**config.mk**
```make
export PLATFORM = sky130hd
export DESIGN_NAME = led_sweep_scheduler
export DESIGN_NICKNAME = d
export VERILOG_FILES = /design/src/rtl/led_pkg.sv /design/src/rtl/led_pwm_bank.sv /design/src/rtl/led_sweep_scheduler.sv
export SDC_FILE = /design/constraint.sdc
export NUM_CORES = 1
export LEC_CHECK = 0
export ABC_AREA = 1
export CORE_MARGIN = 2
export CORE_UTILIZATION = 59
export CTS_CLUSTER_SIZE = 10
export DETAILED_ROUTE_END_ITERATION = 16
export PLACE_DENSITY_LB_ADDON = 0.25
export SKIP_LAST_GASP = 1
export SLEW_MARGIN = 15
export SYNTH_ARGS = -nofsm -noshare
export SYNTH_HDL_FRONTEND = slang
export SYNTH_SLANG_ARGS = --single-unit
```
**constraint.sdc**
```tcl
create_clock -name clk -period 2.3 [get_ports clk]
set_clock_uncertainty 0.15 [all_clocks]
set_input_delay 0.46 -clock clk [delete_from_list [all_inputs] [get_ports clk]]
set_output_delay 0.46 -clock clk [all_outputs]
set_load 0.01 [all_outputs]
```
**src/rtl/led_pkg.sv**
```systemverilog
// rtl/led_pkg.sv - shared constants and sweep helpers for the LED PWM scheduler
package led_pkg;

  localparam int         LED_COUNT = 8;
  localparam logic [7:0] PWM_MAX   = 8'd255;

  localparam logic [1:0] PH_FILL  = 2'd0;
  localparam logic [1:0] PH_CLEAR = 2'd1;
  localparam logic [1:0] PH_HOLD  = 2'd2;

  typedef struct packed {
    logic [1:0] phase;
    logic [2:0] idx;
  } sweep_pos_t;

  // idx wraps 7->0 naturally; the phase flips FILL<->CLEAR on that wrap
  function automatic sweep_pos_t sweep_advance(input sweep_pos_t cur);
    sweep_pos_t nxt;
    nxt.idx   = cur.idx + 3'd1;
    nxt.phase = cur.phase;
    if (cur.idx == 3'd7) begin
      nxt.phase = (cur.phase == PH_FILL) ? PH_CLEAR : PH_FILL;
    end
    return nxt;
  endfunction

endpackage

```
**src/rtl/led_pwm_bank.sv**
```systemverilog
// rtl/led_pwm_bank.sv - 8x8 brightness registers with one write port and registered PWM compare
import led_pkg::*;

module led_pwm_bank (
  input  logic                 clk,
  input  logic                 rst_n,
  input  logic                 we,
  input  logic [2:0]           addr,
  input  logic [7:0]           data,
  output logic [LED_COUNT-1:0] leds
);

  logic [7:0] bright [LED_COUNT];
  logic [7:0] pwm_cnt;

  always_ff @(posedge clk or negedge rst_n) begin
    if (!rst_n) begin
      pwm_cnt <= 8'd0;
      leds    <= '0;
      for (int i = 0; i < LED_COUNT; i++) begin
        bright[i] <= 8'd0;
      end
    end else begin
      pwm_cnt <= pwm_cnt + 8'd1;
      if (we) begin
        bright[addr] <= data;
      end
      for (int i = 0; i < LED_COUNT; i++) begin
        leds[i] <= (pwm_cnt < bright[i]);
      end
    end
  end

endmodule

```
**src/rtl/led_sweep_scheduler.sv**
```systemverilog
// rtl/led_sweep_scheduler.sv - step timer, sweep FSM and host/auto write arbiter for the LED bank
import led_pkg::*;

module led_sweep_scheduler #(
  parameter int CLK_FREQ    = 25_000_000,
  parameter int STEP_CYCLES = 50_000_000,
  parameter int HOLD_TICKS  = 2
) (
  input  logic       clk,
  input  logic       rst_n,
  input  logic       auto_en,
  input  logic       host_valid,
  output logic       host_ready,
  input  logic [2:0] host_chan,
  input  logic [7:0] host_level,
  output logic [1:0] phase,
  output logic [7:0] leds
);

  localparam int              CW        = (STEP_CYCLES > 2) ? $clog2(STEP_CYCLES) : 1;
  localparam logic [CW-1:0]   STEP_LAST = CW'(STEP_CYCLES - 1);
  localparam bit              HOLD_ON   = (HOLD_TICKS > 0);
  localparam logic [15:0]     HOLD_INIT = 16'(HOLD_TICKS);

  if (STEP_CYCLES < 2 || CLK_FREQ <= 0) begin : g_bad_cfg
    $error("led_sweep_scheduler: STEP_CYCLES must be >= 2 and CLK_FREQ positive");
  end

  logic [CW-1:0] step_cnt;
  logic [1:0]    saved_phase;
  logic [2:0]    idx;
  logic [15:0]   hold_cnt;
  logic          auto_pend;
  logic          pend_hold;

  logic          tick;
  logic          accept;
  logic          sweep_tick;
  logic [7:0]    auto_level;
  sweep_pos_t    nxt;
  logic          bank_we;
  logic [2:0]    bank_addr;
  logic [7:0]    bank_data;

  always_comb begin
    tick       = auto_en && (step_cnt == STEP_LAST);
    host_ready = !auto_pend;
    accept     = host_valid && !auto_pend;
    sweep_tick = tick && (phase != PH_HOLD);
    auto_level = (phase == PH_FILL) ? PWM_MAX : 8'd0;
    nxt        = sweep_advance({phase, idx});
    // A pended auto write still targets the current idx/phase: neither moves until it retires
    bank_we    = accept || auto_pend || sweep_tick;
    bank_addr  = accept ? host_chan  : idx;
    bank_data  = accept ? host_level : auto_level;
  end

  always_ff @(posedge clk or negedge rst_n) begin
    if (!rst_n) begin
      step_cnt    <= '0;
      phase       <= PH_FILL;
      saved_phase <= PH_FILL;
      idx         <= 3'd0;
      hold_cnt    <= 16'd0;
      auto_pend   <= 1'b0;
      pend_hold   <= 1'b0;
    end else begin
      if (!auto_en || (accept && HOLD_ON) || tick) begin
        step_cnt <= '0;
      end else begin
        step_cnt <= step_cnt + 1'b1;
      end

      if (auto_pend) begin
        auto_pend <= 1'b0;
        idx       <= nxt.idx;
        phase     <= nxt.phase;
        if (pend_hold) begin
          saved_phase <= nxt.phase;
          phase       <= PH_HOLD;
          hold_cnt    <= HOLD_INIT;
        end
      end else if (accept) begin
        if (sweep_tick) begin
          auto_pend <= 1'b1;
          pend_hold <= HOLD_ON;
        end else if (HOLD_ON) begin
          hold_cnt <= HOLD_INIT;
          if (phase != PH_HOLD) begin
            saved_phase <= phase;
            phase       <= PH_HOLD;
          end
        end
      end else if (sweep_tick) begin
        idx   <= nxt.idx;
        phase <= nxt.phase;
      end else if (tick) begin
        if (hold_cnt == 16'd1) begin
          phase <= saved_phase;
        end else begin
          hold_cnt <= hold_cnt - 16'd1;
        end
      end
    end
  end

  led_pwm_bank u_bank (
    .clk   (clk),
    .rst_n (rst_n),
    .we    (bank_we),
    .addr  (bank_addr),
    .data  (bank_data),
    .leds  (leds)
  );

endmodule

```
Word-level counts from Yosys, hierarchy flattened

Cells that the tools add are included.

Equal/unequal tests: 10
Div/mod/pow operators: 0
Muxes and demuxes: 35
$lt $le $gt $ge: 10
$add $sub $neg: 4
Reductions and logical operators: 22
Multiply operators: 0
Bitwise logic cells: 2
Shifts and indexed selects: 0

Operators with widths:

| operator                                                  | number |
|---|---|
| two-way mux 16 bit                                        | 7 |
| bitwise mux 64 bit                                        | 1 |
| < comparator 8 bit                                        | 8 |
| two-way mux 2 bit                                         | 14 |
| adder 26 x 1 -> 26 bit (second input constant)            | 1 |
| equality test 26 bit (second input constant)              | 1 |
| two-way mux 26 bit                                        | 1 |
| demux 8 bit (select 3 bit)                                | 1 |
| two-way mux 8 bit                                         | 3 |
| equality test 16 x 1 -> 1 bit (second input constant)     | 1 |
| subtractor 16 x 1 -> 16 bit (second input constant)       | 1 |
| two-way mux 3 bit                                         | 4 |
| AND reduction 4 bit                                       | 3 |
| adder 8 x 1 -> 8 bit (second input constant)              | 1 |
| nonzero test 4 bit                                        | 2 |
| != test 2 bit (second input constant)                     | 3 |
| != test 3 bit (second input constant)                     | 2 |
| nonzero test 2 bit                                        | 3 |
| greater-or-equal comparator 4 bit (second input constant) | 1 |
| logical AND 1 bit                                         | 4 |
| logical OR 1 bit                                          | 4 |
| < comparator 4 x 1 -> 1 bit (second input constant)       | 1 |
| two-way mux 1 bit                                         | 4 |
| NOT 3 -> 4 bit                                            | 1 |
| other kinds (10)                                          | 11 |

Bits in latches: 0
Memories: 0
Memory bits (writable): 0
Input bits: 15
Bits in registers: 131
Output and inout port bits: 11
ROM bits: 0

Depth between registers and ports, before layout

Gate-level depths: netlist of run 1.

Depth in word-level cells: 9
Depth in mapped cells: 13
Mapped depth without buffers: 12

Hierarchy

A second synthesis of run 1 with hierarchy kept.

Cell total of the unflattened synthesis: 976
Area, all modules: 7722.4 um2

By module, submodules not included:

| module              | sequential area each (um2) | area an instance (um2) | cells each | instances |
|---|---|---|---|---|
| led_pwm_bank        | 2001.9                     | 4286.6                 | 498        | 1 |
| led_sweep_scheduler | 1276.2                     | 3435.8                 | 478        | 1 |

Worst setup path after synthesis of run 1

No wires, ideal clock.

Kind: reg-to-reg
Start: reg step_cnt[0]
End: reg u_bank.bright[63] (netlist bit)
Stages on the path, launching flop included: 10
Setup slack: 370 ps
Period minus slack after synthesis: 1930 ps
Data arrival time: 1658 ps
Required time: 2028 ps
Path through: dfrtp_1 > ha_1 > nand3_1 > nor2_1 > nand3_2 > nand2_4 > nand4_2 > buf_6 > nand2_1 > o21ai_2

Longest elaborated chain between the ends: 4

Ends and longest elaborated chain:

| item                          | line                      | source |
|---|---|---|
| start, declared               | led_sweep_scheduler.sv:29 | `logic [CW-1:0] step_cnt;` |
| start signal, assigned        | led_sweep_scheduler.sv:71 | `step_cnt <= step_cnt + 1'b1;` |
| equality test 26 bit          | led_sweep_scheduler.sv:46 | `tick = auto_en && (step_cnt == STEP_LAST);` |
| logical AND 1 bit             | led_sweep_scheduler.sv:46 |  |
| logical AND 1 bit             | led_sweep_scheduler.sv:49 | `sweep_tick = tick && (phase != PH_HOLD);` |
| logical OR 1 bit              | led_sweep_scheduler.sv:53 | `bank_we = accept \|\| auto_pend \|\| sweep_tick;` |
| end signal, assigned by index | led_pwm_bank.sv:26        | `bright[addr] <= data;` |
| end, declared                 | led_pwm_bank.sv:13        | `logic [7:0] bright [LED_COUNT];` |

Every way passes these cells.
A chain may end at the register's enable or synchronous reset.

Final worst setup path of run 1

Start: in host_valid
End: reg u_bank.bright[9] (netlist bit)

Longest elaborated chain between the ends: 8
Elaborated cells on any way between the ends: 12
Those cells by class: 2 x order compare; 5 x mux; 1 x bitwise; 4 x reduce/logical

Ends and longest elaborated chain:

| item                                                                                                          | line                      | source |
|---|---|---|
| start, declared                                                                                               | led_sweep_scheduler.sv:12 | `input logic host_valid,` |
| logical AND 1 bit *                                                                                           | led_sweep_scheduler.sv:48 | `accept = host_valid && !auto_pend;` |
| two-way mux 3 bit                                                                                             | led_sweep_scheduler.sv:54 | `bank_addr = accept ? host_chan : idx;` |
| NOT 3 -> 4 bit (implied by the code)                                                                          | led_pwm_bank.sv:26        |  |
| greater-or-equal comparator 4 bit (implied by the code) / < comparator 4 x 1 -> 1 bit (equally long branches) | led_pwm_bank.sv:26        |  |
| logical AND 1 bit (implied by the code)                                                                       | led_pwm_bank.sv:26        |  |
| two-way mux 8 bit (implied by the code)                                                                       | led_pwm_bank.sv:26        |  |
| demux 8 bit (select 3 bit)                                                                                    | led_pwm_bank.sv:26        |  |
| bitwise mux 64 bit                                                                                            | led_pwm_bank.sv:26        |  |

Mark *: on every way between the ends. The rest lies on a longest branch, timed or not.

==> metrics.txt, run 1 <==
status=complete, no violations; CTS Root Buffer Type=sky130_fd_sc_hd__clkbuf_16; pre-CTS setup slack=-0.236 ns; total congestion overflow=0; Max Transition Viols Final=0; TritonCTS clock tree=yes; number of warnings printed during yosys synthesis=0; final count of negative-setup-slack endpoints=0; proportion of layout cells with a drive suffix above 1=0.110; total clock buffers created by CTS=17; end of the worst register-to-register path=u_bank.bright[52]$_DFFE_PN0P_; first-pass GRT wire length=29,300 um; vias in the first global route=6,277; post-layout worst setup margin=0.177 ns; worst min path class=flip-flop to flip-flop; number of search-and-repair iterations in the first detailed-routing pass=5; Syn Area/Cell=8.00 sq um; number of cells on the worst reg-to-reg path=9; Clock Latency Late Sink=0.42 ns; final design utilization=0.717; source of the worst register-to-register timing path=step_cnt[0]$_DFF_PN0_; synth unique cells=35; arrival time reported for the critical path endpoint=2.27 ns; average detailed-routed wire length per instance=14.1 um; Hold Path Depth=2; diode count=0; number of antenna violations at the first check in global routing=0; CTS clock-pin slew for the worst setup and hold paths=0.06 ns; Slew @ Worst Pin=0.635 ns; placed cell count=1,177; Die Footprint=13,800 sq um; number of DRC violations after detailed-routing iteration 0=374; #FFs+latches synth=131; count of H-tree levels built during CTS=4; Leak Pwr=4.52 nW; clock sink total=131; Bufs on Longest Clock Path=2; Total Routing Usage GR=0.266; Critical Setup Path Class=input pin to flip-flop; Tmin final=2.12 ns; antenna violation net count after detailed routing=0; DRC errors left=0; Max FO, Critical Path=16; count of vias placed by the detailed router=6,324; core outline area=12,600 sq um; crit share post-route=0.923; number of ports placed on the die boundary=26; detailed-placement wirelength estimate=12,100 um; required arrival time at the worst endpoint=2.45 ns; area of the multi-input gates=3750 sq um; net count after synthesis=1,025; setup repair after global routing missed its margin=no; maximum vdd drop=0.527 mV; detailed-route wire length=17,000 um; CP startpoint kind=input pin; final cell count without fillers=1,206; beginning of the worst hold path=hold_cnt[1]$_DFFE_PN0P_; via count normalized by instance count=5.24; cell area after synthesis=7590 sq um; largest net degree at the start of global routing=52; Design Area, Final=9010 sq um; Placed Area=8430 sq um; worst-case hold path end point=hold_cnt[1]$_DFFE_PN0P_; max-cap violation count=0; y dimension of the die=117 um; normalized max-slew margin=0.576; effective utilization at floorplan=0.604; pwr dens=929 nW/um^2; Final Hold Vio Count=0; Crit. End Element=flip-flop; flop-to-flop setup slack=0.18 ns; site row count=41; Syn Inst Count=948; Post-CTS Setup Inserts=0; final weighted congestion of routability-driven global placement=0.979; number of nets in the final layout=1,102; filler cell count in the final layout=995; fraction of the yosys area taken by sequential cells=0.432; input/output buffers=25; die extent in x=117 um; Max Fclk=471 MHz; area overhead of the layout relative to synthesis=18.8%; register area=3280 sq um
[metrics by stage]
step	hold slack [ns]	total power, mW	TNS [ns]
floorplan	0.0144	4.85	0
global placement	0.287	5.64	-6.54
detailed placement	0.287	5.75	-11.87
CTS	0.323	8.43	0
global route	0.332	8.98	0
finish	0.317	8.37	0
[cells in the mapped netlist]
| cell | instances | area share |
|---|---|---|
| sky130_fd_sc_hd__o21ai_1 | 36 | 0.024 |
| sky130_fd_sc_hd__o21ai_4 | 2 | 0.0043 |
| sky130_fd_sc_hd__or2_2 | 5 | 0.0041 |
| sky130_fd_sc_hd__nand3b_1 | 2 | 0.0020 |
| sky130_fd_sc_hd__nand4_2 | 5 | 0.0082 |
| sky130_fd_sc_hd__nor4_1 | 4 | 0.0033 |
| sky130_fd_sc_hd__and2_1 | 2 | 0.0016 |
| sky130_fd_sc_hd__nand3_1 | 46 | 0.030 |
| sky130_fd_sc_hd__nand2_4 | 2 | 0.0030 |
| sky130_fd_sc_hd__dfrtp_1 | 131 | 0.43 |
| sky130_fd_sc_hd__o21a_1 | 1 | 0.00099 |
| sky130_fd_sc_hd__xnor2_1 | 6 | 0.0069 |
| sky130_fd_sc_hd__nand2_2 | 1 | 0.00083 |
| sky130_fd_sc_hd__xor2_1 | 18 | 0.021 |
| sky130_fd_sc_hd__nand4_4 | 3 | 0.0084 |
| sky130_fd_sc_hd__buf_6 | 4 | 0.0059 |
| sky130_fd_sc_hd__clkinv_1 | 2 | 0.00099 |
| sky130_fd_sc_hd__o21ai_0 | 51 | 0.034 |
| sky130_fd_sc_hd__o21ai_2 | 8 | 0.0092 |
| sky130_fd_sc_hd__a21oi_1 | 48 | 0.032 |
| sky130_fd_sc_hd__nor3b_1 | 1 | 0.00099 |
| sky130_fd_sc_hd__nor3_1 | 26 | 0.017 |
| sky130_fd_sc_hd__nor2_2 | 2 | 0.0016 |
| sky130_fd_sc_hd__clkbuf_1 | 3 | 0.0015 |
| sky130_fd_sc_hd__inv_1 | 114 | 0.056 |
| sky130_fd_sc_hd__ha_1 | 62 | 0.10 |
| sky130_fd_sc_hd__buf_4 | 4 | 0.0040 |
| sky130_fd_sc_hd__nand3_2 | 1 | 0.0013 |
| sky130_fd_sc_hd__buf_2 | 6 | 0.0040 |
| sky130_fd_sc_hd__a211oi_1 | 1 | 0.00099 |
| sky130_fd_sc_hd__nor2_1 | 91 | 0.045 |
| sky130_fd_sc_hd__nand4_1 | 9 | 0.0074 |
| sky130_fd_sc_hd__nand2_1 | 246 | 0.12 |
| sky130_fd_sc_hd__nor2_4 | 1 | 0.0015 |
| sky130_fd_sc_hd__inv_2 | 4 | 0.0020 |
[sequential cells by signal, indices dropped and copies added (netlist names)]
signal / cells
saved_phase: 2
pend_hold: 1
step_cnt: 26
u_bank.pwm_cnt: 8
u_bank.leds: 8
hold_cnt: 16
auto_pend: 1
idx: 3
phase: 2
u_bank.bright: 64
[layout by cell type, fill, tap and decap left out, types with 3 or more instances in the layout]
| cell type | netlist | final |
|---|---|---|
| sky130_fd_sc_hd__buf_4 | 4 | 39 |
| sky130_fd_sc_hd__ha_1 | 62 | 62 |
| sky130_fd_sc_hd__buf_12 | 0 | 10 |
| sky130_fd_sc_hd__a21oi_1 | 48 | 48 |
| sky130_fd_sc_hd__nand4_2 | 5 | 5 |
| sky130_fd_sc_hd__nor2_2 | 2 | 3 |
| sky130_fd_sc_hd__o21ai_2 | 8 | 8 |
| sky130_fd_sc_hd__inv_1 | 114 | 113 |
| sky130_fd_sc_hd__nor4_1 | 4 | 4 |
| sky130_fd_sc_hd__o21ai_0 | 51 | 51 |
| sky130_fd_sc_hd__xnor2_1 | 6 | 6 |
| sky130_fd_sc_hd__nand3_1 | 46 | 45 |
| sky130_fd_sc_hd__nand4_4 | 3 | 3 |
| sky130_fd_sc_hd__nand4_1 | 9 | 9 |
| sky130_fd_sc_hd__dfrtp_1 | 131 | 131 |
| sky130_fd_sc_hd__clkinv_2 | 0 | 4 |
| sky130_fd_sc_hd__clkbuf_16 | 0 | 17 |
| sky130_fd_sc_hd__xor2_1 | 18 | 18 |
| sky130_fd_sc_hd__o21ai_1 | 36 | 36 |
| sky130_fd_sc_hd__clkbuf_8 | 0 | 4 |
| sky130_fd_sc_hd__clkdlybuf4s50_1 | 0 | 23 |
| sky130_fd_sc_hd__or2_2 | 5 | 5 |
| sky130_fd_sc_hd__nor2_1 | 91 | 90 |
| sky130_fd_sc_hd__nor3_1 | 26 | 26 |
| sky130_fd_sc_hd__inv_2 | 4 | 5 |
| sky130_fd_sc_hd__nand2_1 | 246 | 246 |
[logic make-up (layout without fill, tap and decap cells)]
kind of cell,count (synthesis),in the layout,share of synthesized area
flip-flops,131,131,0.432
buffers and inverters,137,223,0.0747
XOR/XNOR,24,24,0.0277
adder cells (fa/ha/maj),62,62,0.102
AND/OR/NAND/NOR,447,447,0.259
AO/OA/AOI/OAI,147,147,0.105
[final cells by class]
class / count / share of cell area
clock buffers: 22 / 0.0537
inverters: 120 / 0.0500
repair buffers: 75 / 0.0840
well taps: 172 / 0.0239
multi-input cells: 680 / 0.416
clock inverters: 6 / 0.00888
flip-flops and latches: 131 / 0.364
[layer usage]
layer,wire length (um),GRT usage,up-vias
li1,-,-,3240
met4,555,0.127,0
met2,8290,0.451,126
met1,7640,0.327,2916
met5,0,0,-
met3,560,0.0516,42
[where the power goes]
group	internal (mW)	switching (mW)	leakage [nW]
Clock	1.68	0.944	0.283
Combinational	1.11	1.42	2.55
Sequential	2.86	0.358	1.69
Total	5.65	2.73	4.52
[what timing repair did]
item                       4_1_cts  5_1_grt
setup endpoints to repair        1       50
pin swaps                        0        0
hold endpoints to repair        48        0
hold buffers                     1        0
gates resized for setup          1        3
[how the worst max path moves through the flow]
stage,from,endpoint,cells after the start,slack (ns)
detailed placement,host_valid,u_bank.bright[9]$_DFFE_PN0P_,9,-0.24
global placement,host_valid,u_bank.bright[13]$_DFFE_PN0P_,9,-0.12
finish,host_valid,u_bank.bright[9]$_DFFE_PN0P_,9,0.18
floorplan,step_cnt[0]$_DFF_PN0_,u_bank.bright[63]$_DFFE_PN0P_,9,0.37
CTS,auto_pend$_DFF_PN0_,host_ready,3,0.03
global route,step_cnt[0]$_DFF_PN0_,u_bank.bright[52]$_DFFE_PN0P_,9,0.0001
[critical path, stage by stage]
cell	delay [ns]
sky130_fd_sc_hd__clkdlybuf4s50_1	0.52
sky130_fd_sc_hd__inv_2	0.07
sky130_fd_sc_hd__nor2_2	0.19
sky130_fd_sc_hd__or2_2	0.18
sky130_fd_sc_hd__o21ai_4	0.08
sky130_fd_sc_hd__inv_1	0.16
sky130_fd_sc_hd__nand4_2	0.35
sky130_fd_sc_hd__nand2_1	0.17
sky130_fd_sc_hd__o21ai_1	0.08
Power figures use the tool's default switching activity.
==> run 2: changes to the inputs <==
--- a/config.mk
+++ b/config.mk
@@ -10,6 +10,7 @@
 export CORE_UTILIZATION = 59
 export CTS_CLUSTER_SIZE = 10
 export DETAILED_ROUTE_END_ITERATION = 16
+export GPL_TIMING_DRIVEN = 0
 export PLACE_DENSITY_LB_ADDON = 0.25
 export SKIP_LAST_GASP = 1
 export SLEW_MARGIN = 15
==> metrics.txt, run 2 (same netlist as run 1, synthesis figures left out) <==
Leak Pwr=4.37 nW (was 4.52 nW); beginning of the worst hold path=host_valid (was hold_cnt[1]$_DFFE_PN0P_); largest net degree at the start of global routing=89 (was 52); number of nets in the final layout=1,076 (was 1,102); most frequent cells in the layout=sky130_fd_sc_hd__nand2_1, sky130_fd_sc_hd__dfrtp_1, sky130_fd_sc_hd__inv_1 (unchanged); normalized max-slew margin=0.528 (was 0.576); end of the worst register-to-register path=u_bank.bright[62]$_DFFE_PN0P_ (was u_bank.bright[52]$_DFFE_PN0P_); Power Total=8.49 mW (was 8.37 mW); number of search-and-repair iterations in the first detailed-routing pass=5 (unchanged); pwr dens=959 nW/um^2 (was 929 nW/um^2); TritonCTS clock tree=yes (unchanged); number of cells on the worst reg-to-reg path=9 (unchanged); final weighted congestion of routability-driven global placement=0.939 (was 0.979); Top reg by flops=u_bank.bright (unchanged); diode count=0 (unchanged); total congestion overflow=0 (unchanged); count of vias placed by the detailed router=6,316 (was 6,324); site row count=41 (unchanged); average detailed-routed wire length per instance=14.5 um (was 14.1 um); number of ports placed on the die boundary=26 (unchanged); y dimension of the die=117 um (unchanged); status=complete, no violations (unchanged); core outline area=12,600 sq um (unchanged); die extent in x=117 um (unchanged); number of DRC violations after detailed-routing iteration 0=497 (was 374); worst min path class=input pin to flip-flop (was flip-flop to flip-flop); count of H-tree levels built during CTS=4 (unchanged); CTS clock-pin slew for the worst setup and hold paths=0.05 ns (was 0.06 ns); Final Hold Vio Count=0 (unchanged); registers with the most flip-flops=u_bank.bright: 64 flops, step_cnt: 26 flops, hold_cnt: 16 flops (unchanged); Bufs on Longest Clock Path=2 (unchanged); Max Fclk=452 MHz (was 471 MHz); GR met1 Demand/Resource=0.339 (was 0.327); number of antenna violations at the first check in global routing=0 (unchanged); CP startpoint kind=flip-flop (was input pin); max-cap violation count=0 (unchanged); antenna violation net count after detailed routing=0 (unchanged); GRT met2 Usage=0.431 (was 0.451); final cell count without fillers=1,184 (was 1,206); GR Layer Usage met3=0.0584 (was 0.0516); Max FO, Critical Path=9 (was 16); setup repair after global routing missed its margin=yes (was no); Design Area, Final=8860 sq um (was 9010 sq um); arrival time reported for the critical path endpoint=1.60 ns (was 2.27 ns); CTS Root Buffer Type=sky130_fd_sc_hd__clkbuf_16 (unchanged); area overhead of the layout relative to synthesis=16.7% (was 18.8%); input/output buffers=25 (unchanged); total clock buffers created by CTS=17 (unchanged); maximum vdd drop=0.624 mV (was 0.527 mV); worst-case hold path end point=hold_cnt[7]$_DFFE_PN0P_ (was hold_cnt[1]$_DFFE_PN0P_); Max Transition Viols Final=0 (unchanged); detailed-route wire length=17,200 um (was 17,000 um); effective utilization at floorplan=0.604 (unchanged); final count of negative-setup-slack endpoints=0 (unchanged); Tmin final=2.21 ns (was 2.12 ns); max reg flops=64 (unchanged); clock sink total=131 (unchanged); crit share post-route=0.962 (was 0.923); vias in the first global route=6,143 (was 6,277); required arrival time at the worst endpoint=1.69 ns (was 2.45 ns); via count normalized by instance count=5.33 (was 5.24); Slew @ Worst Pin=0.705 ns (was 0.635 ns); busiest metal layer after global routing=met2 (unchanged); proportion of layout cells with a drive suffix above 1=0.0929 (was 0.110); most frequent standard cell in the layout excluding fill and tap cells=sky130_fd_sc_hd__nand2_1 (unchanged); Die Footprint=13,800 sq um (unchanged); placed cell count=1,146 (was 1,177); sum of negative setup slack=0 ns (unchanged); DRC errors left=0 (unchanged); Critical Setup Path Class=flip-flop to output pin (was input pin to flip-flop); source of the worst register-to-register timing path=step_cnt[0]$_DFF_PN0_ (unchanged); flop-to-flop setup slack=0.11 ns (was 0.18 ns); filler cell count in the final layout=1,016 (was 995); Hold Path Depth=4 (was 2); first-pass GRT wire length=28,800 um (was 29,300 um); Placed Area=8080 sq um (was 8430 sq um); detailed-placement wirelength estimate=11,400 um (was 12,100 um); Crit. End Element=output pin (was flip-flop); Total Routing Usage GR=0.263 (was 0.266); Clock Latency Late Sink=0.42 ns (about the same)
-- run 2: changes by cell type in the layout (fill, tap and decap cells not counted), moves of 2 or more --
| cell | before | now |
|---|---|---|
| sky130_fd_sc_hd__buf_12 | 10 | 0 |
| sky130_fd_sc_hd__inv_4 | 0 | 2 |
| sky130_fd_sc_hd__buf_4 | 39 | 10 |
| sky130_fd_sc_hd__nand4_4 | 3 | 7 |
| sky130_fd_sc_hd__o21ai_0 | 51 | 47 |
| sky130_fd_sc_hd__clkinvlp_4 | 0 | 3 |
| sky130_fd_sc_hd__nand4_2 | 5 | 1 |
| sky130_fd_sc_hd__clkbuf_1 | 1 | 4 |
| sky130_fd_sc_hd__buf_2 | 0 | 4 |
| sky130_fd_sc_hd__inv_1 | 113 | 111 |
| sky130_fd_sc_hd__buf_6 | 1 | 5 |
| sky130_fd_sc_hd__inv_2 | 5 | 3 |
| sky130_fd_sc_hd__o21ai_1 | 36 | 40 |
| sky130_fd_sc_hd__bufinv_16 | 2 | 4 |
-- run 2: final cells by class --
cell class                 instances  area (sq um)  area share
buffer                            16           114      0.0129
tap                              172           215      0.0243
multi-input combinational        680          3810       0.430
clock buffer                      22           484      0.0547
clock inverter                    10           153      0.0172
sequential                       131          3280       0.370
inverter                         120           463      0.0523
timing repair buffer              33           337      0.0380
-- run 2: how the worst max path moves through the flow --
| stage | start | end | slack, ns | cells after the start |
|---|---|---|---|---|
| finish | auto_pend$_DFF_PN0_ | host_ready | 0.09 | 3 |
| global route | step_cnt[0]$_DFF_PN0_ | u_bank.bright[62]$_DFFE_PN0P_ | -0.06 | 9 |
| CTS | step_cnt[0]$_DFF_PN0_ | hold_cnt[2]$_DFFE_PN0P_ | -0.009 | 11 |
| detailed placement | host_valid | u_bank.bright[43]$_DFFE_PN0P_ | -0.38 | 10 |
| global placement | rst_n | u_bank.bright[30]$_DFFE_PN0P_ | -4.48 | 1 |
| floorplan | step_cnt[0]$_DFF_PN0_ | u_bank.bright[63]$_DFFE_PN0P_ | 0.37 | 9 |
-- run 2: critical path, cell delays in order (launching register included) --
cell	delay (ns)
sky130_fd_sc_hd__dfrtp_1	0.37
sky130_fd_sc_hd__buf_6	0.15
sky130_fd_sc_hd__clkinvlp_4	0.12
sky130_fd_sc_hd__clkdlybuf4s50_1	0.54
-- run 2: through the flow --
stage / setup WS, ns / util / hold WS [ns]
floorplan: 0.370 / - / 0.0144
CTS: -0.00887 / 0.695 / 0.327
global placement: -4.48 / 0.641 / 0.307
detailed placement: -0.385 / 0.643 / 0.259
global route: -0.0553 / 0.705 / 0.347
finish: 0.0869 / 0.705 / 0.313
-- run 2: report_power, final --
| part | internal, mW | switching [mW] | leakage (nW) | total [mW] |
|---|---|---|---|---|
| combinational | 0.986 | 1.40 | 2.36 | 2.39 |
| sequential | 2.86 | 0.353 | 1.69 | 3.21 |
| clock | 1.92 | 0.974 | 0.316 | 2.89 |
-- run 2: per-layer routing --
layer	part of all wire	vias up
met2	0.49	144
li1	-	3185
met3	0.043	39
met4	0.024	0
met1	0.45	2948
met5	0	-
-- run 2: what timing repair did --
action	4_1_cts	5_1_grt
endpoints found under the hold margin	43	0
resized for setup	3	19
endpoints found under the setup margin	8	87
cloned	0	0
pin swaps	0	3
hold buffers	1	0
buffers inserted	0	6
==> run 3: changes to the inputs <==
--- a/config.mk
+++ b/config.mk
@@ -6,14 +6,16 @@
 export NUM_CORES = 1
 export LEC_CHECK = 0
 export ABC_AREA = 1
+export ABC_CLOCK_PERIOD_IN_PS = 2300
 export CORE_MARGIN = 2
 export CORE_UTILIZATION = 59
 export CTS_CLUSTER_SIZE = 10
 export DETAILED_ROUTE_END_ITERATION = 16
+export DONT_BUFFER_PORTS = 1
 export GPL_TIMING_DRIVEN = 0
 export PLACE_DENSITY_LB_ADDON = 0.25
 export SKIP_LAST_GASP = 1
-export SLEW_MARGIN = 15
+export SLEW_MARGIN = 20
 export SYNTH_ARGS = -nofsm -noshare
 export SYNTH_HDL_FRONTEND = slang
 export SYNTH_SLANG_ARGS = --single-unit
==> metrics.txt, run 3 (same netlist as run 1, synthesis figures left out) <==
normalized max-slew margin=0.556 (was 0.528); number of ports placed on the die boundary=26 (unchanged); Max FO, Critical Path=10 (was 9); crit share post-route=0.941 (was 0.962); Max Transition Viols Final=0 (unchanged); Top delay family on crit path=simple AND/OR/NAND/NOR gates (was buffers and inverters); filler cell count in the final layout=1,037 (was 1,016); standard cell with the maximum stage delay on the critical path=sky130_fd_sc_hd__dfrtp_1 (was sky130_fd_sc_hd__clkdlybuf4s50_1); core outline area=12,600 sq um (unchanged); proportion of layout cells with a drive suffix above 1=0.0857 (was 0.0929); count of vias placed by the detailed router=6,110 (was 6,316); final design utilization=0.671 (was 0.705); Die Footprint=13,800 sq um (unchanged); Final Hold Vio Count=131 (was 0); diode count=0 (unchanged); violations in the final reports=hold timing; detailed-placement wirelength estimate=11,300 um (was 11,400 um); total congestion overflow=0 (unchanged); CTS Root Buffer Type=sky130_fd_sc_hd__clkbuf_16 (unchanged); most frequent cells in the layout=sky130_fd_sc_hd__nand2_1, sky130_fd_sc_hd__dfrtp_1, sky130_fd_sc_hd__inv_1 (unchanged); final weighted congestion of routability-driven global placement=0.918 (was 0.939); number of nets in the final layout=1,044 (was 1,076); number of search-and-repair iterations in the first detailed-routing pass=5 (unchanged); required arrival time at the worst endpoint=2.44 ns (was 1.69 ns); total clock buffers created by CTS=17 (unchanged); delay of the slowest critical-path stage=0.40 ns (was 0.54 ns); average detailed-routed wire length per instance=14.5 um (about the same); Top reg by flops=u_bank.bright (unchanged); max reg flops=64 (unchanged); number of DRC violations after detailed-routing iteration 0=479 (was 497); Placed Area=7800 sq um (was 8080 sq um); Leak Pwr=4.19 nW (was 4.37 nW); maximum vdd drop=0.905 mV (was 0.624 mV); clock sink total=131 (unchanged); count of H-tree levels built during CTS=4 (unchanged); status=finished with violations (was complete, no violations); CP Cell Sequence=ha_1 > nand3_4 > nor2_2 > nand3_2 > nand2_8 > nand4_2 > buf_4 > nand2_1 > o21ai_1 (was buf_6 > clkinvlp_4 > clkdlybuf4s50_1); first-pass GRT wire length=28,600 um (was 28,800 um); Design Area, Final=8440 sq um (was 8860 sq um); Crit. End Element=flip-flop (was output pin); CP startpoint kind=flip-flop (unchanged); setup repair after global routing missed its margin=yes (unchanged); detailed-route wire length=16,700 um (was 17,200 um); effective utilization at floorplan=0.604 (unchanged); Clock Latency Late Sink=0.42 ns (about the same); y dimension of the die=117 um (unchanged); TritonCTS clock tree=yes (unchanged); minimum hold slack=-0.417 ns (was 0.313 ns); CTS clock-pin slew for the worst setup and hold paths=0.06 ns (was 0.05 ns); site row count=41 (unchanged); area overhead of the layout relative to synthesis=11.2% (was 16.7%); Bufs on Longest Clock Path=2 (unchanged); Critical Setup Path Class=flip-flop to flip-flop (was flip-flop to output pin); Tmin final=2.16 ns (was 2.21 ns); largest net degree at the start of global routing=132 (was 89); Total Routing Usage GR=0.261 (was 0.263); via count normalized by instance count=5.30 (was 5.33); arrival time reported for the critical path endpoint=2.30 ns (was 1.60 ns); antenna violation net count after detailed routing=0 (unchanged); max-cap violation count=0 (unchanged); Slew @ Worst Pin=0.664 ns (was 0.705 ns); die extent in x=117 um (unchanged); vias in the first global route=5,778 (was 6,143); count of buffer and inverter cells on the critical path=1 (was 3); worst min path class=input pin to asynchronous set/reset pin (was input pin to flip-flop); number of antenna violations at the first check in global routing=0 (unchanged); DRC errors left=0 (unchanged); most frequent standard cell in the layout excluding fill and tap cells=sky130_fd_sc_hd__nand2_1 (unchanged); final count of negative-setup-slack endpoints=0 (unchanged); pwr dens=943 nW/um^2 (was 959 nW/um^2); input/output buffers=0 (was 25); Max Fclk=462 MHz (was 452 MHz); registers with the most flip-flops=u_bank.bright: 64 flops, step_cnt: 26 flops, hold_cnt: 16 flops (unchanged)
## run 3: changes by cell type in the layout (fill, tap and decap cells not counted), sizes merged
cell / previous run / this run
dlygate4sd3: 1 / 0
bufinv: 4 / 2
clkdlybuf4s50: 23 / 0
clkinvlp: 3 / 2
clkbuf: 26 / 24
buf: 20 / 14
inv: 116 / 118
dlymetal6s2s: 1 / 0
clkinv: 7 / 9
## run 3: timing repair
| item | CTS | global route |
|---|---|---|
| pin swaps | 0 | 1 |
| resized for setup | 3 | 9 |
| endpoints found under the setup margin | 38 | 61 |
| hold endpoints to repair | 131 | 131 |
| setup buffers | 0 | 1 |
## run 3: worst register-to-register path: stages (launching register included)
cell	delay (ns)
sky130_fd_sc_hd__dfrtp_1	0.40
sky130_fd_sc_hd__ha_1	0.26
sky130_fd_sc_hd__nand3_4	0.14
sky130_fd_sc_hd__nor2_2	0.19
sky130_fd_sc_hd__nand3_2	0.16
sky130_fd_sc_hd__nand2_8	0.18
sky130_fd_sc_hd__nand4_2	0.19
sky130_fd_sc_hd__buf_4	0.25
sky130_fd_sc_hd__nand2_1	0.06
sky130_fd_sc_hd__o21ai_1	0.05
## run 3: area by class of cell
| class | instances | area, sq um | area share |
|---|---|---|---|
| flip-flops and latches | 131 | 3280 | 0.389 |
| inverters | 120 | 450 | 0.0534 |
| well taps | 172 | 215 | 0.0255 |
| repair buffers | 1 | 7.51 | 0.000890 |
| clock inverters | 11 | 110 | 0.0131 |
| clock buffers | 21 | 460 | 0.0546 |
| plain buffers | 16 | 111 | 0.0132 |
| multi-input cells | 680 | 3800 | 0.451 |
## run 3: final timing paths
check | start | to | slack (ns) | depth (start not counted)
min | rst_n | step_cnt[5]$_DFF_PN0_ | -0.42 | 0
min in group clk | host_valid | hold_cnt[7]$_DFFE_PN0P_ | 0.11 | 3
max reg2reg | step_cnt[0]$_DFF_PN0_ | u_bank.bright[14]$_DFFE_PN0P_ | 0.14 | 9
max | step_cnt[0]$_DFF_PN0_ | u_bank.bright[14]$_DFFE_PN0P_ | 0.14 | 9
min reg2reg | hold_cnt[1]$_DFFE_PN0P_ | hold_cnt[1]$_DFFE_PN0P_ | 0.32 | 2
max in group asynchronous | rst_n | u_bank.bright[30]$_DFFE_PN0P_ | 2.21 | 0
## run 3: stage by stage
stage | worst slack [ns] | hold WS [ns] | power (mW) | setup TNS, ns | instances
2_1_floorplan | 0.370 | 0.0144 | 4.85 | 0 | 948
3_3_place_gp | -0.0880 | 0.0187 | 5.25 | -0.842 | 1120
3_5_place_dp | -0.121 | 0.0175 | 5.35 | -1.18 | 1120
4_1_cts | 0.0632 | -0.434 | 7.99 | 0 | 1152
5_1_grt | -0.0343 | -0.437 | 8.56 | -0.0939 | 1152
6_report | 0.136 | -0.417 | 7.95 | 0 | 1152
## run 3: power by group
part / total, mW / leakage (nW) / internal [mW] / switching [mW]
sequential: 3.26 / 1.69 / 2.86 / 0.402
clock: 2.61 / 0.282 / 1.63 / 0.975
combinational: 2.08 / 2.22 / 0.814 / 1.26
total: 7.95 / 4.19 / 5.31 / 2.64
## run 3: per-layer routing
layer	share of wire	GRT usage	vias up
met3	0.041	0.0637	23
met1	0.47	0.352	2844
met4	0.012	0.0655	0
met2	0.47	0.426	118
met5	0	0	-
li1	-	-	3125
